--- config.mk ---
export PLATFORM = sky130hd
export DESIGN_NAME = fft_agu_flat
export DESIGN_NICKNAME = d
export VERILOG_FILES = /design/src/rtl/fft_agu_if.sv /design/src/rtl/fft_agu.sv /design/src/flat_wrapper.sv
export SDC_FILE = /design/constraint.sdc
export NUM_CORES = 1
export LEC_CHECK = 0
export BUFFER_PORTS_ARGS = -buffer_cell sky130_fd_sc_hd__buf_4
export CAP_MARGIN = 25
export CORE_MARGIN = 3
export CORE_UTILIZATION = 30
export DETAILED_ROUTE_END_ITERATION = 8
export PLACE_DENSITY = 0.55
export SYNTH_ARGS = -nofsm -noshare
export SYNTH_HDL_FRONTEND = slang
export SYNTH_SLANG_ARGS = --single-unit
--- constraint.sdc ---
create_clock -name clk -period 8.1 [get_ports clk]
set_input_delay 0 -clock clk [delete_from_list [all_inputs] [get_ports clk]]
set_output_delay 0 -clock clk [all_outputs]
set_load 0.03 [all_outputs]
--- src/rtl/fft_agu_if.sv ---
// FFT address-generator bus: start/busy/done, read, twiddle and write-back addresses.
// Optional stall input exists only when FFT_AGU_STALL_EN is defined.
interface fft_agu_if #(
  parameter int LOG_N = 11
);
  logic             start;
  logic             busy;
  logic             done;
  logic [LOG_N-1:0] rd_addr_a;
  logic [LOG_N-1:0] rd_addr_b;
  logic             rd_valid;
  logic [LOG_N-2:0] tw_addr;
  logic [LOG_N-1:0] wr_addr_a;
  logic [LOG_N-1:0] wr_addr_b;
  logic             wr_en;
`ifdef FFT_AGU_STALL_EN
  logic             stall;

  modport master (
    output start, stall,
    input  busy, done, rd_addr_a, rd_addr_b, rd_valid,
    input  tw_addr, wr_addr_a, wr_addr_b, wr_en
  );

  modport slave (
    input  start, stall,
    output busy, done, rd_addr_a, rd_addr_b, rd_valid,
    output tw_addr, wr_addr_a, wr_addr_b, wr_en
  );
`else
  modport master (
    output start,
    input  busy, done, rd_addr_a, rd_addr_b, rd_valid,
    input  tw_addr, wr_addr_a, wr_addr_b, wr_en
  );

  modport slave (
    input  start,
    output busy, done, rd_addr_a, rd_addr_b, rd_valid,
    output tw_addr, wr_addr_a, wr_addr_b, wr_en
  );
`endif
endinterface

--- src/rtl/fft_agu.sv ---
// In-place radix-2 DIT FFT address generator with write-back delay line.
// Optional run-time stall input enabled by defining FFT_AGU_STALL_EN.
module fft_agu #(
  parameter int LOG_N  = 11,
  parameter int WR_LAT = 2
) (
  input logic    clk,
  input logic    reset_n,
  fft_agu_if.slave bus
);

  localparam int NH = LOG_N - 1;
  localparam int SW = (LOG_N > 1) ? $clog2(LOG_N) : 1;
  localparam int DW = (WR_LAT > 1) ? $clog2(WR_LAT) : 1;

  typedef enum logic [1:0] {
    IDLE,
    RUN,
    DRAIN,
    DONE
  } state_t;

  state_t           state;
  logic [SW-1:0]    s;
  logic [NH-1:0]    i;
  logic [DW-1:0]    d;
  logic [LOG_N-1:0] ra;
  logic [LOG_N-1:0] rb;
  logic [NH-1:0]    tw;
  logic             vq;
  logic             busy_q;
  logic             done_q;
  logic             stl;
  logic             rv;

  logic [WR_LAT-1:0] wv;
  logic [LOG_N-1:0]  wa [WR_LAT];
  logic [LOG_N-1:0]  wb [WR_LAT];

`ifdef FFT_AGU_STALL_EN
  assign stl = bus.stall & (state == RUN);
`else
  assign stl = 1'b0;
`endif

  // A stalled RUN cycle issues no read; addresses stay frozen
  assign rv = vq & ~stl;

  // Butterfly addresses: a = i with bit s inserted as 0, b = a with bit s set
  function automatic logic [3*LOG_N-2:0] gen(
    input logic [SW-1:0] st,
    input logic [NH-1:0] bi
  );
    logic [LOG_N-1:0] ie;
    logic [LOG_N-1:0] half;
    logic [LOG_N-1:0] mask;
    logic [LOG_N-1:0] p;
    logic [LOG_N-1:0] a;
    ie   = {1'b0, bi};
    half = LOG_N'(1) << st;
    mask = half - LOG_N'(1);
    p    = ie & mask;
    a    = ((ie & ~mask) << 1) | p;
    gen  = {a, a | half, NH'(p << (LOG_N - 1 - int'(st)))};
  endfunction

  // Control FSM with registered, cycle-aligned read addresses
  always_ff @(posedge clk or negedge reset_n) begin
    if (!reset_n) begin
      state  <= IDLE;
      s      <= '0;
      i      <= '0;
      d      <= '0;
      ra     <= '0;
      rb     <= '0;
      tw     <= '0;
      vq     <= 1'b0;
      busy_q <= 1'b0;
      done_q <= 1'b0;
    end else begin
      done_q <= 1'b0;
      unique case (state)
        IDLE: begin
          if (bus.start) begin
            state        <= RUN;
            s            <= '0;
            i            <= '0;
            {ra, rb, tw} <= gen('0, '0);
            vq           <= 1'b1;
            busy_q       <= 1'b1;
          end
        end
        RUN: begin
          if (!stl) begin
            if (i == '1) begin
              i     <= '0;
              d     <= '0;
              vq    <= 1'b0;
              state <= DRAIN;
            end else begin
              i            <= i + 1'b1;
              {ra, rb, tw} <= gen(s, i + 1'b1);
            end
          end
        end
        DRAIN: begin
          if (d == DW'(WR_LAT - 1)) begin
            if (s == SW'(LOG_N - 1)) begin
              state  <= DONE;
              busy_q <= 1'b0;
              done_q <= 1'b1;
            end else begin
              s            <= s + 1'b1;
              state        <= RUN;
              vq           <= 1'b1;
              {ra, rb, tw} <= gen(s + 1'b1, '0);
            end
          end else begin
            d <= d + 1'b1;
          end
        end
        DONE: state <= IDLE;
        default: state <= IDLE;
      endcase
    end
  end

  // Write-back delay line; keeps shifting so in-flight writes finish
  always_ff @(posedge clk or negedge reset_n) begin
    if (!reset_n) begin
      wv <= '0;
      for (int k = 0; k < WR_LAT; k++) begin
        wa[k] <= '0;
        wb[k] <= '0;
      end
    end else begin
      wv[0] <= rv;
      wa[0] <= ra;
      wb[0] <= rb;
      for (int k = 1; k < WR_LAT; k++) begin
        wv[k] <= wv[k-1];
        wa[k] <= wa[k-1];
        wb[k] <= wb[k-1];
      end
    end
  end

  assign bus.busy      = busy_q;
  assign bus.done      = done_q;
  assign bus.rd_addr_a = ra;
  assign bus.rd_addr_b = rb;
  assign bus.rd_valid  = rv;
  assign bus.tw_addr   = tw;
  assign bus.wr_addr_a = wa[WR_LAT-1];
  assign bus.wr_addr_b = wb[WR_LAT-1];
  assign bus.wr_en     = wv[WR_LAT-1];

endmodule

--- src/flat_wrapper.sv ---
// flat-port wrapper written by rule: the top's interface ports become plain ports
module fft_agu_flat 
#(
  parameter int LOG_N  = 11,
  parameter int WR_LAT = 2
)
  (clk, reset_n, bus_start, bus_busy, bus_done, bus_rd_addr_a, bus_rd_addr_b, bus_rd_valid, bus_tw_addr, bus_wr_addr_a, bus_wr_addr_b, bus_wr_en);
  fft_agu_if #(.LOG_N(LOG_N)) bus_i ();
  input logic clk;
  input logic reset_n;
  input wire logic [$bits(bus_i.start)-1:0] bus_start;
  output wire logic [$bits(bus_i.busy)-1:0] bus_busy;
  output wire logic [$bits(bus_i.done)-1:0] bus_done;
  output wire logic [$bits(bus_i.rd_addr_a)-1:0] bus_rd_addr_a;
  output wire logic [$bits(bus_i.rd_addr_b)-1:0] bus_rd_addr_b;
  output wire logic [$bits(bus_i.rd_valid)-1:0] bus_rd_valid;
  output wire logic [$bits(bus_i.tw_addr)-1:0] bus_tw_addr;
  output wire logic [$bits(bus_i.wr_addr_a)-1:0] bus_wr_addr_a;
  output wire logic [$bits(bus_i.wr_addr_b)-1:0] bus_wr_addr_b;
  output wire logic [$bits(bus_i.wr_en)-1:0] bus_wr_en;
  assign bus_i.start = bus_start;
  assign bus_busy = bus_i.busy;
  assign bus_done = bus_i.done;
  assign bus_rd_addr_a = bus_i.rd_addr_a;
  assign bus_rd_addr_b = bus_i.rd_addr_b;
  assign bus_rd_valid = bus_i.rd_valid;
  assign bus_tw_addr = bus_i.tw_addr;
  assign bus_wr_addr_a = bus_i.wr_addr_a;
  assign bus_wr_addr_b = bus_i.wr_addr_b;
  assign bus_wr_en = bus_i.wr_en;
  fft_agu #(.LOG_N(LOG_N), .WR_LAT(WR_LAT)) u_core (.clk(clk), .reset_n(reset_n), .bus(bus_i));
endmodule
==> results of run 1 <==
cell usage in the layout, fill, tap and decap left out, types with 5 or more instances in the layout:
cell type | netlist | routed
o21a_1 | 5 | 5
nor2_1 | 19 | 19
nand2b_1 | 11 | 11
nor3_1 | 7 | 7
nand3_1 | 12 | 12
xnor2_1 | 7 | 7
mux2i_1 | 5 | 5
o21ai_0 | 45 | 45
o31ai_1 | 6 | 6
dfrtp_1 | 98 | 98
ha_1 | 15 | 15
a21oi_1 | 14 | 14
buf_4 | 24 | 64
inv_1 | 12 | 12
clkbuf_16 | 0 | 9
nor4_1 | 6 | 6
nand2_1 | 59 | 59
a2bb2oi_1 | 5 | 5
xor2_1 | 5 | 5
a32oi_1 | 6 | 6
a22o_1 | 8 | 8
o21ai_1 | 5 | 5
critical path, stage by stage (launching register included):
cell and delay [ns]:
dfrtp_1 0.90, clkinv_1 0.51, ha_1 0.53, or3b_2 0.30, ha_1 0.38, nand2b_1 0.11
mux2_2 0.29, o21ai_0 0.40, a31oi_1 0.24, o211ai_1 0.31, a32o_1 0.21
power groups by stage:
| stage | Combinational [mW] | Sequential (mW) | Clock [mW] |
|---|---|---|---|
| after floorplan | 0.0000837 | 0.499 | 0 |
| after CTS | 0.0122 | 0.489 | 0.457 |
| after global placement | 0.0111 | 0.499 | 0 |
| after detailed placement | 0.0115 | 0.499 | 0 |
| final | 0.0112 | 0.489 | 0.444 |
| after global routing | 0.0136 | 0.489 | 0.477 |
per-layer routing:
metal  part of all wire, %  vias to the layer above
met5                     0                        -
met4                   2.0                        0
met3                   6.5                       15
met2                    47                      146
met1                    44                     1887
li1                      -                     1802
worst paths after layout:
check | from | to | slack (ns)
worst min-delay path | reset_n | u_core.wb[19]$_DFF_PN0_ | 0.16
worst max-delay path | u_core.s[0]$_DFFE_PN0P_ | u_core.bus.tw_addr[4]$_DFFE_PN0P_ | 3.87
max in group asynchronous | reset_n | u_core.bus.tw_addr[9]$_DFFE_PN0P_ | 6.80
min in group clk | u_core.wa[15]$_DFF_PN0_ | u_core.bus.wr_addr_a[4]$_DFF_PN0_ | 0.34
worst min register to register | u_core.wa[15]$_DFF_PN0_ | u_core.bus.wr_addr_a[4]$_DFF_PN0_ | 0.34
worst max register to register | u_core.s[0]$_DFFE_PN0P_ | u_core.bus.tw_addr[4]$_DFFE_PN0P_ | 3.87
Yosys cell counts (6+ instances only):
master,count,share of area (%)
a21oi_1,14,1.4
a22o_1,8,1.4
a32oi_1,6,1.0
buf_2,8,0.79
buf_4,24,3.5
buf_6,8,1.8
dfrtp_1,98,48
ha_1,15,3.7
inv_1,12,0.89
nand2_1,59,4.4
nand2b_1,11,1.4
nand3_1,12,1.2
nor2_1,19,1.4
nor3_1,7,0.69
nor4_1,6,0.74
o21ai_0,45,4.4
o31ai_1,6,0.89
xnor2_1,7,1.2
repair_timing:
action	4_1_cts	5_1_grt
endpoints found under the setup margin	0	0
endpoints found under the hold margin	37	0
hold buffers	2	0
cell families (layout without fill, tap and decap cells):
logic type	count (synthesis)	in the layout	synth area share [%]
DFF	98	98	48.2
and+or+nand+nor	151	151	16.5
muxes	7	7	1.43
adders and majority gates	15	15	3.69
xor gates and xnor gates	12	12	2.07
AOI/OAI and AO/OA	142	142	19.6
buffers and inverters	62	95	8.53
registers in the layout, summed over array words and instances (netlist names):
signal	count
u_core.wa	11
u_core.bus.wr_addr_b	11
u_core.bus.tw_addr	10
u_core.state	2
u_core.bus.rd_addr_a	11
u_core.d	1
u_core.wv	2
u_core.s	4
u_core.i	10
u_core.bus.rd_valid	1
u_core.bus.busy	1
u_core.bus.rd_addr_b	11
u_core.bus.done	1
u_core.bus.wr_addr_a	11
u_core.wb	11
through the flow:
stage | hold slack, ns | instance area [µm²] | power (mW) | utilization [%] | std cells
after detailed placement | 0.0101 | 5450 | 0.510 | 33.6 | 718
final | 0.158 | 5790 | 0.944 | 35.7 | 736
after floorplan | -0.296 | 5090 | 0.499 | - | 487
after CTS | 0.184 | 5790 | 0.958 | 35.7 | 736
after global routing | 0.223 | 5790 | 0.979 | 35.7 | 736
after global placement | 0.00279 | 5450 | 0.510 | 33.6 | 718
area by class of cell:
cell class	count	area, µm²	area share [%]
multi-input cells	327	2200	38.0
well taps	216	270	4.67
repair buffers	66	500	8.65
clock buffers	11	253	4.37
clock inverters	5	62.6	1.08
inverters	13	48.8	0.843
flip-flops and latches	98	2450	42.4
==> flow_metrics.py, run 1 <==
metrics = {
    "clock_tree": {
        "path_clk_slew_ns": 0.07,
        "root_buffer": "clkbuf_16",
        "clock_latency_ns": 0.36,
        "cts_max_level": 3,
        "clock-sinks": 98,
        "cts_tree": "done",
        "postCtsSetupBuffers": 0,
        "clockBufferDepth": 2,
        "cts_buffers": 9,
        "cts_resized": 0,
    },
    "placed_design": {
        "gp_congestion": 0.900,
        "hpwl_mm": 10.0,
        "io_buffers": 60,
        "pre_cts_ws_ns": 4.05,
    },
    "hold_path": {
        "hp-class": "input pin to asynchronous set/reset pin",
    },
    "yosys": {
        "postSynthAreaPerCell_um2": 10.4,
        "synth_warnings": 0,
        "ys_seq_area_share_pct": 48.2,
        "ys_types": 81,
        "synth_area_um2": 5090,
        "synth_edf_count": 0,
        "async_flop_share_pct": 100,
        "synthFlopType": "dfrtp_1",
        "syn_nets": 505,
        "netlist_instances": 487,
        "ys_seq_elements": 98,
    },
    "global_route": {
        "grt_pass1_vias": 3669,
        "gr-usage-met3_pct": 3.26,
        "grt.busiest_layer": "met2",
        "grt.total_usage_pct": 15.2,
        "globalRoute.totalOverflow": 0,
        "met2_usage_pct": 23.7,
        "grt_pass1_wl_mm": 21.5,
        "use_met1_pct": 20.8,
        "antenna_found_initial": 0,
        "grt_start_max_net_pins": 63,
    },
    "drt": {
        "drtIter0Drc": 374,
        "num_vias": 3850,
        "routedWlPerCell_um": 18.5,
        "antenna_left": 0,
        "viasPerCell": 5.23,
        "drt_wl_total_mm": 13.6,
        "firstDrtPassIters": 4,
        "drc_errors": 0,
    },
    "cells_and_area": {
        "area_delta_synth_final_pct": 13.8,
        "drive_above_1_share_pct": 20.4,
        "nets": 533,
        "diodes": 0,
        "fill_cells": 1650,
    },
    "worst_setup_path": {
        "crit_type": "flop to flop",
        "cp_max_fo": 24,
        "crit_path_end_kind": "flop",
        "rr_worst_depth": 10,
        "crit_arrival_ns": 4.53,
        "required_ns": 8.40,
        "cp-start-kind": "flop",
    },
    "pwr": {
        "sw_frac_of_total_pct": 20.8,
        "ir_worst_vdd_mv": 0.0925,
        "power_frac_clock_pct": 47.0,
        "seqPwrFrac_pct": 51.8,
        "p_leak_nw": 2.51,
        "combinationalPowerShare_pct": 1.2,
        "p_per_area_nw_per_um2": 163,
        "intPower_mw": 0.748,
        "power.switching_mw": 0.197,
    },
    "timing": {
        "report.final.slew_viol_count": 0,
        "tightest_slew_ns": 0.890,
        "rsz0062_at_grt": "no",
        "skew_ns": 0.00971,
        "hold_viol_final": 0,
        "setup_viol": 0,
        "slew_headroom_pct": 40.6,
        "finalWorstSetupSlack_ns": 3.87,
        "setup_tns_ns": 0,
        "fin_crit_ns": 4.23,
        "finalCritPeriodShare_pct": 52.3,
        "fmax_mhz": 236,
    },
    "die": {
        "die_h_um": 136,
        "die_area_um2": 18600,
        "num_rows": 46,
        "core_um2": 16200,
        "start_util_pct": 31.3,
        "io_pins": 61,
        "die_x_um": 136,
    },
    "job": {
        "cap_violations": 0,
    },
    "outcome": {
        "status": "completed",
    },
}
Power figures use the tool's default switching activity.
==> run 2, diff against run 1 <==
- ABC_AREA: not set -> 1
- PLACE_DENSITY: 0.55 -> 0.57
- clock period: 8.1 -> 3.6 ns (I/O delays scaled with it)
==> run 2 against run 1 <==
Net effect: critical path depth is 3 higher; count of clock-buffer cells in the layout is 1 lower; largest power group is now combinational cells; power rose to 4.3 times the previous value; via count fell by 3.2%; final area fell by 4.3%; register-to-register slack got worse by 3.4 ns; final cell count increased by 6.1%.
==> flow_metrics.py, run 2 <==
metrics = {
    "timing": {
        "report.final.slew_viol_count": 0,
        "slew_headroom_pct": 44.7,
        "hold_viol_final": 0,
        "rsz0062_at_grt": "no",
        "tightest_slew_ns": 0.830,
        "finalCritPeriodShare_pct": 85.7,
        "setup_tns_ns": 0,
        "finalWorstSetupSlack_ns": 0.515,
        "fmax_mhz": 324,
        "holdWs_ns": 0.131,
        "skew_ns": 0.00726,
        "fin_crit_ns": 3.08,
        "setup_viol": 0,
    },
    "cells_and_area": {
        "fin_util_pct": 36.2,
        "area_delta_synth_final_pct": 16.7,
        "nets": 585,
        "final_cell_area_um2": 5540,
        "fill_cells": 1596,
        "finalNonFillerCells": 781,
        "final_common_cell": "nand2_1",
        "diodes": 0,
        "drive_above_1_share_pct": 18.4,
        "seq_area_um2": 2450,
        "multi_input_area_um2": 1820,
        "layout_common_cells": "120 x nand2_1, 98 x dfrtp_1, 62 x buf_4",
    },
    "hold_path": {
        "hold_start": "bus_start",
        "hold_depth": 5,
        "hp-class": "input pin to flop",
    },
    "drt": {
        "drt_wl_total_mm": 12.0,
        "antenna_left": 0,
        "drc_errors": 0,
        "drtIter0Drc": 253,
        "firstDrtPassIters": 5,
        "viasPerCell": 4.77,
        "routedWlPerCell_um": 15.4,
        "num_vias": 3727,
    },
    "yosys": {
        "postSynthAreaPerCell_um2": 8.99,
        "netlist_instances": 528,
        "ys_top_cells_by_count": "120 x nand2_1, 98 x dfrtp_1, 50 x inv_1, 38 x nand3_1, 28 x o21ai_1",
        "ys_types": 37,
        "yosys-top-cells-area": "dfrtp_1 52%, nand2_1 9.5%, buf_4 4.3%",
        "ys_seq_area_share_pct": 51.7,
        "synth_area_um2": 4750,
        "syn_nets": 546,
        "yosys.area.top_type": "dfrtp_1",
        "synth_edf_count": 0,
        "async_flop_share_pct": 100,
        "yosysTopAreaCellShare_pct": 51.7,
        "ys_seq_elements": 98,
        "synth_most_common_cell": "nand2_1",
        "synth_warnings": 0,
        "synthFlopType": "dfrtp_1",
    },
    "clock_tree": {
        "cts_buffers": 9,
        "root_buffer": "clkbuf_16",
        "cts_tree": "done",
        "clockBufferDepth": 2,
        "clock-sinks": 98,
        "clock_latency_ns": 0.35,
        "postCtsSetupBuffers": 0,
        "path_clk_slew_ns": 0.07,
        "cts_max_level": 3,
    },
    "worst_setup_path": {
        "crit_arrival_ns": 3.32,
        "cp-startpoint": "u_core.s[0]$_DFFE_PN0P_",
        "timing.rr.start": "u_core.s[0]$_DFFE_PN0P_",
        "crit_type": "flop to flop",
        "regToRegSetupSlack_ns": 0.52,
        "crit_path_end_kind": "flop",
        "cp-start-kind": "flop",
        "rr_worst_depth": 13,
        "required_ns": 3.84,
        "cp_max_fo": 16,
    },
    "die": {
        "io_pins": 61,
        "start_util_pct": 31.0,
        "core_um2": 15300,
        "die_h_um": 132,
        "num_rows": 45,
        "die_area_um2": 17400,
        "die_x_um": 132,
    },
    "placed_design": {
        "hpwl_mm": 9.32,
        "placed_cell_area_um2": 5230,
        "dp_cells": 766,
        "io_buffers": 60,
        "gp_congestion": 0.917,
        "pre_cts_ws_ns": 0.389,
    },
    "job": {
        "cap_violations": 0,
    },
    "pwr": {
        "p_leak_nw": 2.80,
        "ir_worst_vdd_mv": 0.314,
        "p_per_area_nw_per_um2": 731,
        "report.power.total_mw": 4.05,
    },
    "global_route": {
        "grt_pass1_vias": 3543,
        "globalRoute.totalOverflow": 0,
        "grt.total_usage_pct": 14.2,
        "antenna_found_initial": 0,
        "grt_pass1_wl_mm": 19.6,
        "grt_start_max_net_pins": 71,
    },
    "outcome": {
        "status": "completed",
    },
}
-- run 2: final timing paths --
kind,end
setup / recovery,u_core.bus.rd_addr_b[7]$_DFFE_PN0P_
hold / removal,u_core.bus.busy$_DFFE_PN0P_
setup reg to reg,u_core.bus.rd_addr_b[7]$_DFFE_PN0P_
hold reg to reg,u_core.bus.wr_addr_a[3]$_DFF_PN0_
max in group asynchronous,u_core.bus.tw_addr[9]$_DFFE_PN0P_
min in group asynchronous,u_core.bus.wr_addr_a[6]$_DFF_PN0_
-- run 2: what timing repair did --
item                       in CTS  in global routing
setup endpoints to repair       0                  1
resized for setup               0                  1
hold buffers                    1                  0
hold endpoints to repair       69                  0
-- run 2: power by group --
part | switching, mW | internal (mW)
sequential | 0.108 | 1.24
clock | 0.400 | 0.552
combinational | 1.24 | 0.501
total | 1.75 | 2.29
-- run 2: worst max-delay path: stages (launching register included) --
cell,delay (ns)
dfrtp_1,0.64
inv_1,0.37
ha_1,0.41
nand3_2,0.16
ha_1,0.19
nand2_1,0.10
nor2_2,0.18
nand2_1,0.11
nand2_1,0.19
o21ai_1,0.18
o21ai_1,0.18
o21ai_0,0.12
nand2_1,0.08
nand2_1,0.06
-- run 2: logic make-up after synthesis --
| kind of cell | Yosys count | synth area share [%] |
|---|---|---|
| simple gates | 220 | 21.4 |
| compound gates | 94 | 12.1 |
| flops | 98 | 51.7 |
| fa+ha+maj | 15 | 3.95 |
| xor+xnor | 4 | 0.738 |
| buf+inv | 97 | 10.1 |
-- run 2: final cells by class --
| class | count | area share (%) |
|---|---|---|
| Sequential cell | 98 | 44.3 |
| Clock inverter | 4 | 0.949 |
| Clock buffer | 10 | 4.31 |
| Multi-Input combinational cell | 333 | 32.8 |
| Timing Repair Buffer | 63 | 8.58 |
| Inverter | 62 | 4.29 |
| Tap cell | 211 | 4.77 |
-- run 2: per-layer routing --
metal  global-route usage, %  vias to the layer above  routed length, µm
li1                        -                     1814                  -
met1                    19.2                     1783               5570
met2                    22.4                      113               5620
met3                    2.82                       17                654
met4                    5.48                        0                154
met5                       0                        -                  0
